## src/rtl/adder_mul_sequencer.sv

```systemverilog
// Shift-add unsigned multiplier that borrows the shared ripple-carry adder,
// one partial product per clock; start/busy/done handshake to the control unit.
module adder_mul_sequencer #(
   parameter int WIDTH = 32
) (
   input  logic               clk,
   input  logic               reset,
   input  logic               start,
   input  logic [WIDTH-1:0]   multiplicand,
   input  logic [WIDTH-1:0]   multiplier,
   output logic               busy,
   output logic               done,
   output logic [2*WIDTH-1:0] product,
   output logic [WIDTH-1:0]   add_a,
   output logic [WIDTH-1:0]   add_b,
   output logic               add_cin,
   input  logic [WIDTH-1:0]   add_sum,
   input  logic               add_cout
);

   localparam int CW = $clog2(WIDTH) + 1;

   typedef enum logic [1:0] {IDLE = 2'd0, RUN = 2'd1, DONE = 2'd2} state_t;

   state_t           state, state_nxt;
   logic [WIDTH-1:0] hi, lo, mcand;
   logic [WIDTH-1:0] hi_nxt, lo_nxt;
   logic [CW-1:0]    count;
   logic             accept, last;

   assign add_cin = 1'b0;

   always_comb begin
      state_nxt = state;
      busy      = 1'b0;
      done      = 1'b0;
      accept    = 1'b0;
      add_a     = '0;
      add_b     = '0;
      last      = (count == CW'(WIDTH - 1));
      // Carry-out becomes the new MSB of hi; sum LSB shifts into lo as the
      // multiplier bits shift out.
      hi_nxt    = {add_cout, add_sum[WIDTH-1:1]};
      lo_nxt    = {add_sum[0], lo[WIDTH-1:1]};
      case (state)
         IDLE: begin
            if (start) begin
               accept    = 1'b1;
               state_nxt = RUN;
            end
         end
         RUN: begin
            busy  = 1'b1;
            add_a = hi;
            add_b = lo[0] ? mcand : '0;
            if (last) state_nxt = DONE;
         end
         DONE: begin
            done = 1'b1;
            if (start) begin
               accept    = 1'b1;
               state_nxt = RUN;
            end else begin
               state_nxt = IDLE;
            end
         end
         default: state_nxt = IDLE;
      endcase
   end

   always_ff @(posedge clk) begin
      if (reset) begin
         state   <= IDLE;
         hi      <= '0;
         lo      <= '0;
         mcand   <= '0;
         count   <= '0;
         product <= '0;
      end else begin
         state <= state_nxt;
         if (accept) begin
            mcand <= multiplicand;
            hi    <= '0;
            lo    <= multiplier;
            count <= '0;
         end else if (state == RUN) begin
            hi    <= hi_nxt;
            lo    <= lo_nxt;
            count <= count + CW'(1);
            // product only moves on completion so it stays valid through the next op
            if (last) product <= {hi_nxt, lo_nxt};
         end
      end
   end

endmodule

```

## config.mk

```make
export PLATFORM = sky130hd
export DESIGN_NAME = adder_mul_sequencer
export DESIGN_NICKNAME = d
export VERILOG_FILES = /design/src/rtl/adder_mul_sequencer.sv
export SDC_FILE = /design/constraint.sdc
export NUM_CORES = 1
export LEC_CHECK = 0
export CORE_UTILIZATION = 46
export CTS_CLUSTER_DIAMETER = 30
export CTS_CLUSTER_SIZE = 14
export DETAILED_ROUTE_END_ITERATION = 8
export GPL_ROUTABILITY_DRIVEN = 1
export PLACE_DENSITY = 0.87
export SKIP_LAST_GASP = 1
export SYNTH_ARGS = -nofsm -noshare
export SYNTH_HDL_FRONTEND = slang
export SYNTH_SLANG_ARGS = --single-unit
```

## constraint.sdc

```tcl
create_clock -name clk -period 1.56 [get_ports clk]
set_input_delay 0.312 -clock clk [delete_from_list [all_inputs] [get_ports clk]]
set_output_delay 0.312 -clock clk [all_outputs]
set_load 0.03 [all_outputs]
```

==> results of run 1 <==
## repair_timing
action,CTS,global route
setup endpoints to repair,132,197
pin swaps,5,2
buffers inserted,6,2
gates cloned,3,0
gates resized for setup,132,21
## worst paths after layout
check | endpoint | slack, ns | cells after the start
max | add_a[20] | -0.29 | 5
min reg2reg | hi[0] | 0.45 | 2
min | mcand[13] | 0.44 | 3
max reg2reg | product[21] | 0.05 | 7
## synth_stat cells
cell type | number | area, sq um
nand2_1 | 325 | 1220
dfxtp_1 | 168 | 3363
a21oi_1 | 66 | 330.3
mux2i_1 | 65 | 650.6
a31oi_1 | 33 | 206.5
clkbuf_1 | 33 | 123.9
o21ai_0 | 33 | 165.2
and2_1 | 32 | 200.2
and3_1 | 32 | 200.2
buf_2 | 27 | 135.1
buf_12 | 6 | 120.1
buf_4 | 4 | 30.03
nor2_1 | 3 | 11.26
buf_1 | 2 | 7.510
inv_1 | 2 | 7.510
nand2b_1 | 2 | 12.51
nand3_1 | 2 | 10.01
nor2b_1 | 2 | 12.51
o31ai_1 | 2 | 15.01
or3_1 | 2 | 12.51
xnor2_1 | 2 | 17.52
buf_6 | 1 | 11.26
conb_1 | 1 | 3.750
ha_1 | 1 | 12.51
inv_2 | 1 | 3.750
nand3b_2 | 1 | 11.26
nor3_1 | 1 | 5.000
nor3_2 | 1 | 10.01
nor4_1 | 1 | 6.260
o2111ai_1 | 1 | 8.760
or4_1 | 1 | 7.510
## flip-flops by register name (all words and copies together), names as in the netlist
| signal | cells |
|---|---|
| state | 2 |
| lo | 32 |
| product | 64 |
| hi | 32 |
| count | 6 |
| mcand | 32 |
## cells by family after synthesis
group	after synthesis	share of synthesized area
AOI/OAI and AO/OA	135	0.1047
xor gates and xnor gates	2	0.002528
adders and majority gates	1	0.001805
buffers and inverters	76	0.06336
DFF	168	0.4852
muxes	65	0.09386
other	1	0.0005410
and+or+nand+nor	405	0.2480
## tightest hold or removal path: cells and delay by family
| family | cells | cell delay [ns] |
|---|---|---|
| simple gates | 1 | 0.06 |
| compound gates | 1 | 0.05 |
| buf+inv | 1 | 0.39 |
## power groups by stage
stage                     registers, W  logic [W]  clock network, W
after floorplan                0.00462   0.000580                 0
after global placement         0.00464    0.00107                 0
after detailed placement       0.00464    0.00110                 0
after CTS                      0.00455    0.00118           0.00404
after global routing           0.00458    0.00130           0.00426
final                          0.00456    0.00119           0.00398
## metrics by stage
| step | total power (W) | hold WS (ns) |
|---|---|---|
| global placement | 0.005711 | 0.4368 |
| floorplan | 0.005198 | 0.4316 |
| CTS | 0.009775 | 0.4191 |
| finish | 0.009728 | 0.4364 |
| detailed placement | 0.005740 | 0.4418 |
| global route | 0.01014 | 0.4349 |
## area by class of cell
| cell class | instances | share of cell area |
|---|---|---|
| clock buffers | 23 | 0.04706 |
| repair buffers | 279 | 0.2751 |
| inverters | 3 | 0.002534 |
| multi-input cells | 609 | 0.3212 |
| clock inverters | 7 | 0.006758 |
| flip-flops and latches | 168 | 0.3251 |
| well taps | 184 | 0.02220 |
## metal layers
layer  GRT usage  vias to the layer above  routed length [microns]
li1            -                     3247                        -
met1      0.2853                     3147                     8166
met2      0.4742                      217                    10160
met3     0.06014                       38                     1076
met4      0.1097                        0                      512
met5           0                        -                        0
==> results.yml, run 1 <==
yosys:
  syn_area_sq_mm: 0.006932
  ys_warn_count: 0
  seq_area_frac_synth: 0.4852
  avgSynthCellArea_sq_um: 8.126
  syn_inst: 853
  yosysUniqueCellTypes: 31
  syn_nets: 954
  synth_seq_cells: 168
global_route:
  grt.total_usage: 0.2591
  antenna_found_initial: 0
  grt_pass1_wl_mm: 32.22
  grt-ovfl-total: 0
  grt_max_degree: 68
  grt_pass1_vias: 6683
worst_setup_path:
  crit-reg2reg-launch: "state[1]"
  cpPeakStageDelay_ns: 0.33
  timing.critical_path.buf_inv: 3
  required_ns: 1.25
  crit_path_cell_trace: "nand2b_4 > clkinv_8 > buf_12 > and2_2 > buf_4"
  crit_fanout: 20
  end_kind: "output pin"
  path_class: "reg2out"
  critical-path-slowest-cell: "dfxtp_2"
  critical_path.startpoint: "state[1]"
  startpoint_type: "flip-flop"
  crit_family: "buffers and inverters"
  cp.arrival_ns: 1.53
placed_design:
  dpl.hpwl_mm: 13.07
  dp.cells: 1233
  placed_area_sq_mm: 0.009418
  place_congestion: 0.7759
  io_buffers: 229
  dp_slack_ns: -0.09839
detailed_routing:
  wl_per_cell_microns: 15.64
  vias_per_cell: 5.223
  first_iter_violations: 432
  drt_drc_violations_left: 28
  drtAntennaViolNets: 0
  drt_wl_total_mm: 19.91
  drt-pass1-iter-count: 7
  vias: 6649
cells_and_area:
  seqCellArea_sq_mm: 0.003371
  utilization: 0.7080
  finalNetCount: 1179
  area_delta_synth_final_pct: 49.58
  num_antenna_cells: 0
  drive_above_1_share: 0.1928
  final_common_cell: "nand2_1"
  final_area_sq_mm: 0.01037
  instances_no_fill: 1273
  multi_input_area_sq_mm: 0.003331
  final_cell_mix: "nand2_1, dfxtp_1, clkdlybuf4s50_1"
  fillCellCount: 1092
power_and_ir_drop:
  p_per_area_mw_per_mm2: 938.2
  p_leak_nw: 4.273
  ir_drop_mv: 0.7639
  seqPwrFrac: 0.468
  swShare: 0.2431
  p_int_w: 0.007363
  pwr-share-clk: 0.409
  switching_power_w: 0.002365
  p_comb_frac: 0.123
die:
  die_h_microns: 124.8
  ios: 231
  design.core.area_sq_mm: 0.01464
  die_w_microns: 124.8
  dieArea_sq_mm: 0.01556
  start_util: 0.4733
  fp-row-count: 44
timing:
  fmax_ghz: 0.5418
  worst_slack_ns: -0.2859
  period_share: 1.183
  setup_viol: 65
  skew_ns: 0.009688
  setup-tns-final_ns: -15.81
  slew_viol_final: 0
  rsz0062_at_grt: "yes"
  finalHoldViolCount: 0
  post-route-min-period_ns: 1.846
clock_tree:
  clock-root-buffer: "clkbuf_16"
  h-tree-depth: 4
  cts_num_sinks: 168
  clock_latency_ns: 0.42
  cts_hold_buf: 0
  cts_buffers: 17
  cts_tree: "done"
  clockBufferDepth: 2
  path_clk_slew_ns: 0.07
run_status:
  violations: "DRC, setup timing"
  status: "finished, violations left"
flow_run:
  drv_cap: 0
worst_hold_path:
  hp-class: "in2reg"
  min_from: "multiplicand[13]"
Note: power is estimated with default switching activity, not from simulation.
==> run 2, diff against run 1 <==
MAX_ROUTING_LAYER = met4   (was default)
==> run 2 against run 1 <==
Compared with the run above:
- the run still ends with DRC, setup timing left
- sequential share of layout area stayed put
- register-to-register slack hardly changed
- power rose by 0.16%
- sequential cell count is the same
- non-clock buffer count stayed put
- via count rose by 0.29%
- sequential power about the same
- worst hold slack worse by 0.0027 ns
- global-route usage up 0.78 points
- critical path depth did not move
- utilization is the same
- first-iteration DRC count is 1.2% lower
- critical endpoint unchanged
- highest routed layer unchanged
==> results.yml, run 2 (synthesized netlist as in run 1, its figures left out) <==
global_route:
  met3_usage: 0.04897
  grt_pass1_vias: 6685
  grt_busiest_layer: "met2"
  antenna_found_initial: 0
  grt-ovfl-total: 0
  grt_pass1_wl_mm: 32.23
  grt_max_degree: 68
  met2_usage: 0.4736
  grt.met1_usage: 0.2934
  grt.total_usage: 0.2669
power_and_ir_drop:
  seqPwrFrac: 0.468
  p_leak_nw: 4.273
  p_int_w: 0.007362
  power_w: 0.009744
  p_comb_frac: 0.123
  switching_power_w: 0.002381
  pwr-share-clk: 0.409
  p_per_area_mw_per_mm2: 939.7
  swShare: 0.2444
  ir_drop_mv: 0.7730
timing:
  rsz0062_at_grt: "yes"
  fmax_ghz: 0.5402
  worst_slack_ns: -0.2912
  setup_viol: 65
  skew_ns: 0.008692
  period_share: 1.187
  post-route-min-period_ns: 1.851
  setup-tns-final_ns: -16.13
  slew_viol_final: 0
  finalHoldViolCount: 0
clock_tree:
  cts_num_sinks: 168
  cts_buffers: 17
  path_clk_slew_ns: 0.07
  cts_tree: "done"
  h-tree-depth: 4
  clock-root-buffer: "clkbuf_16"
  clockBufferDepth: 2
  clock_latency_ns: 0.42
cells_and_area:
  finalNetCount: 1179
  largest_reg_flops: 64
  final_common_cell: "nand2_1"
  drive_above_1_share: 0.1928
  largest_register: "product"
  final_cell_mix: "nand2_1, dfxtp_1, clkdlybuf4s50_1"
  instances_no_fill: 1273
  fillCellCount: 1092
  num_antenna_cells: 0
  area_delta_synth_final_pct: 49.58
run_status:
  violations: "DRC, setup timing"
  status: "finished, violations left"
die:
  ios: 231
  die_w_microns: 124.8
  fp-row-count: 44
  die_h_microns: 124.8
  design.core.area_sq_mm: 0.01464
  dieArea_sq_mm: 0.01556
  start_util: 0.4733
worst_setup_path:
  crit_path_cell_trace: "nand2b_4 > clkinv_8 > buf_12 > and2_2 > buf_4"
  path_class: "reg2out"
  crit_family: "buffers and inverters"
  timing.critical_path.buf_inv: 3
  startpoint_type: "flip-flop"
  required_ns: 1.25
  crit_fanout: 20
  cpPeakStageDelay_ns: 0.33
  cp.arrival_ns: 1.54
  rrSetupSlack_ns: 0.05
  critical-path-slowest-cell: "dfxtp_2"
  end_kind: "output pin"
placed_design:
  dpl.hpwl_mm: 13.07
  io_buffers: 229
  place_congestion: 0.7865
  dp.cells: 1233
detailed_routing:
  drt-pass1-iter-count: 7
  vias_per_cell: 5.238
  first_iter_violations: 427
  vias: 6668
  wl_per_cell_microns: 15.70
  drtAntennaViolNets: 0
  drt_wl_total_mm: 19.99
  drt_drc_violations_left: 28
flow_run:
  drv_cap: 0
worst_hold_path:
  hp-class: "in2reg"
-- run 2: timing repair --
action,CTS,global route
pin swaps,5,2
resized for setup,132,21
hold buffers,0,0
gates cloned,3,0
setup buffers,6,2
endpoints found under the setup margin,132,197
-- run 2: final cells by class --
cell class | count | area (sq um) | area share
Multi-Input combinational cell | 609 | 3331 | 0.3212
Timing Repair Buffer | 279 | 2853 | 0.2751
Inverter | 3 | 26.28 | 0.002534
Clock inverter | 7 | 70.07 | 0.006758
Tap cell | 184 | 230.2 | 0.02220
Clock buffer | 23 | 488.0 | 0.04706
Sequential cell | 168 | 3371 | 0.3251
-- run 2: final timing paths --
path | start | end | cells past startpoint
max reg2reg | state[1] | product[21] | 7
max | state[1] | add_a[20] | 5
min reg2reg | hi[0] | hi[0] | 2
min | multiplicand[13] | mcand[13] | 3
-- run 2: through the flow --
stage	hold slack (ns)	area, sq um	worst slack (ns)	util
detailed placement	0.4418	9418	-0.09839	0.6431
global route	0.4350	10370	-0.3416	0.7080
finish	0.4336	10370	-0.2912	0.7080
global placement	0.4368	9418	-0.02517	0.6431
CTS	0.4191	10300	-0.2949	0.7037
floorplan	0.4316	6967	0.01633	-
-- run 2: layer usage --
metal | wire length [microns] | vias up
li1 | - | 3251
met1 | 8302 | 3150
met2 | 10180 | 229
met3 | 994 | 38
met4 | 519 | 0
met5 | 0 | -
-- run 2: power by group through the flow --
stage	combinational [W]	clock, W	sequential [W]
finish	0.00120	0.00399	0.00456
global route	0.00130	0.00426	0.00458
CTS	0.00118	0.00404	0.00455
detailed placement	0.00110	0	0.00464
global placement	0.00107	0	0.00464
floorplan	0.000580	0	0.00462
-- run 2: worst reg2reg max path, cell delays in order (launching register included) --
cell and delay [ns]:
dfxtp_2 0.32, buf_4 0.13, nand3b_4 0.16, nor3_4 0.24, buf_6 0.15, buf_16 0.11, buf_12 0.13, mux2i_1 0.18
==> run 3, diff against run 2 <==
PLACE_DENSITY = 0.8   (was 0.87)
==> run 3 against run 2 <==
Compared with the run above:
- the flow still finishes with violations (DRC, setup timing)
- final area increased by 0.69%
- clock power decreased by 1%
- utilization increased by 0.49 points
- largest power group unchanged
- highest routed layer unchanged
==> results.yml, run 3 (synthesized netlist as in run 1, its figures left out) <==
global_route:
  grt_pass1_vias: 6290
  grt_max_degree: 58
  antenna_found_initial: 0
  grt-ovfl-total: 0
  grt.total_usage: 0.2620
  grt_pass1_wl_mm: 31.42
run_status:
  violations: "DRC, setup timing"
  status: "finished, violations left"
flow_run:
  drv_cap: 0
detailed_routing:
  drt-pass1-iter-count: 7
  drtAntennaViolNets: 0
  vias_per_cell: 5.190
  wl_per_cell_microns: 15.88
  drt_wl_total_mm: 20.24
  vias: 6617
  drt_drc_violations_left: 22
  first_iter_violations: 479
timing:
  setup_viol: 65
  period_share: 1.183
  rsz0062_at_grt: "yes"
  fmax_ghz: 0.5420
  finalHoldViolCount: 0
  slew_viol_final: 0
  post-route-min-period_ns: 1.845
  setup-tns-final_ns: -15.91
  skew_ns: 0.008457
  worst_slack_ns: -0.2849
clock_tree:
  cts_tree: "done"
  clock-root-buffer: "clkbuf_16"
  clockBufferDepth: 2
  cts_num_sinks: 168
  cts_buffers: 17
  clock_latency_ns: 0.42
  cts_hold_buf: 0
  path_clk_slew_ns: 0.07
  h-tree-depth: 4
die:
  start_util: 0.4733
  die_h_microns: 124.8
  die_w_microns: 124.8
  ios: 231
  design.core.area_sq_mm: 0.01464
  fp-row-count: 44
  dieArea_sq_mm: 0.01556
cells_and_area:
  num_antenna_cells: 0
  final_common_cell: "nand2_1"
  area_delta_synth_final_pct: 50.61
  largest_register: "product"
  largest_reg_flops: 64
  final_cell_mix: "nand2_1, dfxtp_1, clkdlybuf4s50_1"
  drive_above_1_share: 0.1861
  finalNetCount: 1180
worst_setup_path:
  startpoint_type: "flip-flop"
  crit_path_cell_trace: "nand2b_4 > clkinv_8 > buf_12 > and2_2 > buf_4"
  critical-path-slowest-cell: "dfxtp_2"
  crit_fanout: 21
  cpPeakStageDelay_ns: 0.32
  cp.arrival_ns: 1.53
  path_class: "reg2out"
  required_ns: 1.25
  end_kind: "output pin"
power_and_ir_drop:
  ir_drop_mv: 0.6764
  p_per_area_mw_per_mm2: 930.7
  p_leak_nw: 4.328
  power_w: 0.009717
placed_design:
  dpl.hpwl_mm: 12.30
  place_congestion: 0.8073
  io_buffers: 229
worst_hold_path:
  hp-class: "in2reg"
[run 3: path summary, 6_finish.rpt]
check,from,end,slack [ns],cells past startpoint
setup / recovery,state[1],add_a[11],-0.28,5
hold / removal,multiplicand[22],mcand[22],0.43,3
setup reg to reg,state[1],product[7],0.04,6
hold reg to reg,hi[27],hi[27],0.45,2
[run 3: per-layer routing]
metal	global-route usage	vias up	wire (microns)
li1	-	3254	-
met2	0.4488	224	10030
met3	0.04897	29	1126
met1	0.3064	3110	8728
met4	0.09223	0	354
met5	-	-	0
[run 3: per-stage QoR]
stage	hold slack (ns)	util	worst slack (ns)	area, sq um	std cells
2_1_floorplan	0.4316	-	0.01633	6967	853
3_3_place_gp	0.4369	0.6373	-0.08191	9333	1225
3_5_place_dp	0.4431	0.6373	-0.1047	9333	1225
4_1_cts	0.4211	0.6969	-0.2958	10200	1267
5_1_grt	0.4409	0.7129	-0.3375	10440	1275
6_report	0.4307	0.7129	-0.2849	10440	1275
[run 3: final cells by class]
type	count	area, sq um
fillers	1133	4204
flip-flops and latches	168	3368
multi-input cells	609	3297
repair buffers	280	2967
clock buffers	24	481.7
well taps	184	230.2
clock inverters	7	70.07
inverters	3	26.28
[run 3: report_power, final]
part           internal (W)  switching [W]
registers           0.00446       0.000104
logic              0.000583       0.000626
clock network       0.00231        0.00164
[run 3: timing repair]
item                       CTS  global route
buffers inserted             6             2
resized for setup          113            21
pin swaps                    4             4
setup endpoints to repair  134           162
cloned                       5             7
[run 3: worst max-delay path: cells and delay by family (launching register included)]
kind / cells / cell delay [ns]
flip-flops: 1 / 0.32
AND/OR/NAND/NOR: 2 / 0.36
buffers and inverters: 3 / 0.44
